$ cat src/rtl/pixel_src.sv
// Raster timing generator with test-pattern pixels; outputs registered, 1 cycle after the (x,y) they describe.
// No backpressure: en=0 freezes the raster, holds data outputs and drops the valid/marker pulses.
module pixel_src #(
   parameter int H_ACTIVE = 640,
   parameter int H_BLANK  = 160,
   parameter int V_ACTIVE = 480,
   parameter int V_BLANK  = 45,
   parameter int BAR_W    = 80,
   parameter int CHK_LOG2 = 3
) (
   input  logic        clk,
   input  logic        rst,
   input  logic        en,
   input  logic [1:0]  pat_sel,
   output logic [23:0] pixel_out,
   output logic        pixel_valid,
   output logic [12:0] col,
   output logic [12:0] x_count,
   output logic [12:0] y_count,
   output logic        line_end,
   output logic        frame_start,
   output logic        frame_end
);

   localparam logic [12:0] H_LAST     = 13'(H_ACTIVE + H_BLANK - 1);
   localparam logic [12:0] V_LAST     = 13'(V_ACTIVE + V_BLANK - 1);
   localparam logic [12:0] H_ACT      = 13'(H_ACTIVE);
   localparam logic [12:0] V_ACT      = 13'(V_ACTIVE);
   localparam logic [12:0] H_ACT_LAST = 13'(H_ACTIVE - 1);
   localparam logic [12:0] V_ACT_LAST = 13'(V_ACTIVE - 1);
   localparam logic [12:0] BAR_LAST   = 13'(BAR_W - 1);

   logic [12:0] x, y, bar_cnt;
   logic [2:0]  bar_idx;
   logic [1:0]  pat_q;
   logic        active, origin;
   logic [1:0]  pat_cur;
   logic [23:0] pix_nxt;

   always_comb begin
      active  = (x < H_ACT) && (y < V_ACT);
      origin  = (x == 13'd0) && (y == 13'd0);
      // pat_sel is taken live at the origin so pixel (0,0) already uses the new pattern
      pat_cur = origin ? pat_sel : pat_q;
      pix_nxt = 24'h000000;
      if (active) begin
         case (pat_cur)
            2'd0: pix_nxt = 24'h808080;
            2'd1: begin
               case (bar_idx)
                  3'd0:    pix_nxt = 24'hFFFFFF;
                  3'd1:    pix_nxt = 24'hFFFF00;
                  3'd2:    pix_nxt = 24'h00FFFF;
                  3'd3:    pix_nxt = 24'h00FF00;
                  3'd4:    pix_nxt = 24'hFF00FF;
                  3'd5:    pix_nxt = 24'hFF0000;
                  3'd6:    pix_nxt = 24'h0000FF;
                  default: pix_nxt = 24'h000000;
               endcase
            end
            2'd2:    pix_nxt = {x[7:0], x[7:0], y[7:0]};
            default: pix_nxt = (x[CHK_LOG2] ^ y[CHK_LOG2]) ? 24'hFFFFFF : 24'h000000;
         endcase
      end
   end

   always_ff @(posedge clk or negedge rst) begin
      if (!rst) begin
         x           <= 13'd0;
         y           <= 13'd0;
         bar_cnt     <= 13'd0;
         bar_idx     <= 3'd0;
         pat_q       <= 2'd0;
         pixel_out   <= 24'h000000;
         pixel_valid <= 1'b0;
         col         <= 13'd0;
         x_count     <= 13'd0;
         y_count     <= 13'd0;
         line_end    <= 1'b0;
         frame_start <= 1'b0;
         frame_end   <= 1'b0;
      end else if (en) begin
         pixel_out   <= pix_nxt;
         pixel_valid <= active;
         col         <= active ? x : 13'd0;
         x_count     <= x;
         y_count     <= y;
         line_end    <= active && (x == H_ACT_LAST);
         frame_end   <= active && (x == H_ACT_LAST) && (y == V_ACT_LAST);
         frame_start <= origin;
         if (origin) pat_q <= pat_sel;
         // bar index tracks x by counting BAR_W-wide runs instead of dividing
         if (x == H_LAST) begin
            x       <= 13'd0;
            bar_cnt <= 13'd0;
            bar_idx <= 3'd0;
            y       <= (y == V_LAST) ? 13'd0 : y + 13'd1;
         end else begin
            x <= x + 13'd1;
            if (bar_cnt == BAR_LAST) begin
               bar_cnt <= 13'd0;
               bar_idx <= bar_idx + 3'd1;
            end else begin
               bar_cnt <= bar_cnt + 13'd1;
            end
         end
      end else begin
         pixel_valid <= 1'b0;
         line_end    <= 1'b0;
         frame_start <= 1'b0;
         frame_end   <= 1'b0;
      end
   end

endmodule
$ cat config.mk
export PLATFORM = sky130hd
export DESIGN_NAME = pixel_src
export DESIGN_NICKNAME = d
export VERILOG_FILES = /design/src/rtl/pixel_src.sv
export SDC_FILE = /design/constraint.sdc
export NUM_CORES = 1
export LEC_CHECK = 0
export ABC_AREA = 1
export CAP_MARGIN = 10
export CORE_ASPECT_RATIO = 0.7
export CORE_UTILIZATION = 34
export CTS_CLUSTER_SIZE = 30
export DETAILED_ROUTE_END_ITERATION = 7
export HOLD_SLACK_MARGIN = 0.15
export PLACE_DENSITY_LB_ADDON = 0.05
export SYNTH_ARGS = -nofsm -noshare
export SYNTH_HDL_FRONTEND = slang
export SYNTH_SLANG_ARGS = --single-unit
$ cat constraint.sdc
create_clock -name clk -period 2.32 [get_ports clk]
set_clock_uncertainty 0.15 [all_clocks]
set_input_delay 0.232 -clock clk [delete_from_list [all_inputs] [get_ports clk]]
set_output_delay 0.232 -clock clk [all_outputs]
set_load 0.03 [all_outputs]
==> results.sh, run 1 <==
export IMPL_hold_class="input pin to asynchronous set/reset pin"
export IMPL_start_kind="register"
export IMPL_grt_max_degree=58
export IMPL_grt_pass1_wl_um=22800
export IMPL_required_ps=2460
export IMPL_io_buffer_count=71
export IMPL_root_buffer="clkbuf_16"
export IMPL_gr_total_overflow=0
export IMPL_cts_tree="yes"
export IMPL_crit_end="pixel_out[4]$_DFFE_PN0P_"
export IMPL_cp_end_kind="register"
export IMPL_hpwlAfterDp_um=10080
export IMPL_status="complete, no violations"
export IMPL_r2r_setup_slack_ps=150
export IMPL_drc=0
export IMPL_setup_violations=0
export IMPL_clockBufferDepth=2
export IMPL_grt_pass1_vias=4302
export IMPL_place_area_um2=6350
export IMPL_synth_edff_count=0
export IMPL_first_pass_iters=5
export IMPL_start_util_pct=35.62
export IMPL_ioPinCount=72
export IMPL_slew_violations=0
export IMPL_timing_rr_end="pixel_out[4]$_DFFE_PN0P_"
export IMPL_crit_type="register to register"
export IMPL_grtUsageTotal_pct=17.92
export IMPL_syn2layout_area_growth_pct=26.09
export IMPL_power_mw=5.181
export IMPL_ys_seq_elements=111
export IMPL_avgSynthCellArea_um2=8.232
export IMPL_cts_htree_levels=3
export IMPL_final_layout_size_suffix_gt1_share_pct=11.65
export IMPL_routed_wl_um=13730
export IMPL_cts_clk_slew_worst_paths_ps=70
export IMPL_ant_nets=0
export IMPL_power_leakage_nw=3.251
export IMPL_core_um2=15000
export IMPL_die_h_um=106.9
export IMPL_vias=4399
export IMPL_yosys_warnings=0
export IMPL_fin_nets=750
export IMPL_n_antenna_cell=0
export IMPL_power_density_nw_per_um2=769.1
export IMPL_numCtsBuffers=9
export IMPL_netlist_instances=649
export IMPL_slew_headroom_pct=68.96
export IMPL_hold_viol=0
export IMPL_synth_area_top_cells="dfrtp_1 52%, nand2_1 15%, o21ai_0 4.8%, inv_1 4.4%, nor2_1 4.1%"
export IMPL_vdd_drop_max_v=0.0003620
export IMPL_worst_pin_slew_ps=461.8
export IMPL_cap_violations=0
export IMPL_die_x_um=151.8
export IMPL_drtIter0Drc=333
export IMPL_async_flop_share_pct=100.0
export IMPL_crit_start="y[10]$_DFFE_PN0P_"
export IMPL_fin_area_um2=6736
export IMPL_antenna_found_initial=0
export IMPL_synthesis_nets=664
export IMPL_fmax_ghz=0.4608
export IMPL_worstPathMaxFanout=7
export IMPL_gp_congestion=0.8538
export IMPL_die_area_um2=16230
export IMPL_cts_sinks=111
export IMPL_rows=37
export IMPL_yosysUniqueCellTypes=37
export IMPL_synthesis_area_um2=5343
export IMPL_r2r_start="y[10]$_DFFE_PN0P_"
export IMPL_wl_per_cell_um=14.72
export IMPL_yosys_area_top_type="dfrtp_1"
export IMPL_r2r_cells=12
export IMPL_synth_ff_type="dfrtp_1"
export IMPL_min_period_over_period_pct=93.54
export IMPL_period_minus_slack_ps=2170
export IMPL_cp_arrival_ps=2310
export IMPL_ys_seq_area_share_pct=51.99
export IMPL_netlist_area_leader_share_pct=51.99
export IMPL_clk_latency_ps=350
export IMPL_vias_per_cell=4.715
per-stage QoR:
stage               worst slack (ps)  cells  hold slack (ps)  utilization [%]  TNS (ps)
global route                  -16.79    933            227.3            44.91    -55.17
detailed placement          -0.04818    915            47.71            42.33  -0.04818
finish                         149.9    933            203.0            44.91         0
global placement               23.09    915            46.19            42.33         0
floorplan                      427.2    649           -213.6                -         0
CTS                            13.09    930            214.4            44.43         0
synthesized netlist by cell type, types with 6 or more instances:
master / n
nand2_1: 208
dfrtp_1: 111
o21ai_0: 51
a21oi_1: 10
nor3_1: 11
nor4_1: 6
nand3_1: 26
nand2_2: 14
clkbuf_1: 12
ha_1: 10
inv_1: 63
nor2_1: 59
xor2_1: 15
nand4_1: 11
inv_2: 6
cells by family (layout without fill, tap and decap cells):
| group | Yosys count | after routing | synth area share, % |
|---|---|---|---|
| DFF | 111 | 111 | 51.99 |
| adders and majority gates | 10 | 10 | 2.342 |
| buffers and inverters | 90 | 179 | 6.979 |
| xor gates and xnor gates | 17 | 17 | 2.787 |
| AOI/OAI and AO/OA | 70 | 70 | 7.049 |
| and+or+nand+nor | 351 | 351 | 28.85 |
state kept, by name, summed over array words and instances (netlist names), 3 cells and up:
| name | flops |
|---|---|
| pixel_out | 24 |
| bar_cnt | 13 |
| col | 13 |
| x | 13 |
| x_count | 13 |
| y | 13 |
| y_count | 13 |
| bar_idx | 3 |
metal layers:
layer	GRT usage [%]	vias up	share of wire (%)	wire length [um]
met1	26.52	2078	52	7190
li1	-	2216	-	-
met5	0	-	0	0
met2	26.53	94	42	5773
met4	4.286	0	0.95	130
met3	3.800	11	4.6	637
layout make-up:
class,count,area (um^2)
Tap cell,195,244.0
Multi-Input combinational cell,448,2238
Fill cell,1511,8263
Inverter,70,267.8
Clock inverter,4,72.57
Timing Repair Buffer,95,903.4
Clock buffer,10,229.0
Sequential cell,111,2781
report_power, final:
group	switching (mW)	internal (mW)
combinational	0.729	0.446
clock	0.687	0.934
sequential	0.235	2.15
total	1.65	3.53
worst min path at each step:
stage	to	slack (ps)	cells after the start
2_1_floorplan	bar_cnt[0]$_DFFE_PN0P_	-210	0
3_3_place_gp	x_count[6]$_DFFE_PN0P_	50	1
3_5_place_dp	x_count[6]$_DFFE_PN0P_	50	1
4_1_cts	x_count[6]$_DFFE_PN0P_	210	2
5_1_grt	x_count[8]$_DFFE_PN0P_	230	2
6_report	x_count[6]$_DFFE_PN0P_	200	2
placed cells by master (no fill, tap or decap), drive strengths merged, types with 2 or more instances in the layout:
cell,instances
o21ai,53
ha,10
a21oi,10
nor4,7
clkdlybuf4s50,70
dfrtp,111
bufinv,2
nor3,12
and3,2
nor2,65
nand2,223
o31ai,2
xor2,15
nand3,28
xnor2,2
nand4,11
inv,70
buf,24
clkbuf,10
worst max-delay path, cell delays in order, from the launching register on:
cell and delay, ps:
dfrtp_1 390, inv_2 80, nand2_1 50, nor2_1 230, nand2_1 180, nor2_1 140
nand2_1 90, nand2_1 100, nand2_4 90, buf_4 160, o21ai_0 270, nand2_1 90
nand2_1 80
repair_timing:
| action | 4_1_cts | 5_1_grt |
|---|---|---|
| hold buffers | 1 | 0 |
| setup endpoints to repair | 1 | 44 |
| setup buffers | 0 | 3 |
| hold endpoints to repair | 102 | 0 |
| gates resized for setup | 2 | 16 |
| pin swaps | 0 | 2 |
Power figures use the tool's default switching activity.
==> run 2: changes to the inputs <==
- CTS_CLUSTER_DIAMETER: unset -> 200
==> results of run 2 <==
No change in the layout: final DEF, timing and power equal those of run 1.
==> run 3: changes to the inputs <==
- CTS_CLUSTER_SIZE: 30 -> unset
==> results of run 3 <==
No change in the layout: final DEF, timing and power equal those of run 1.
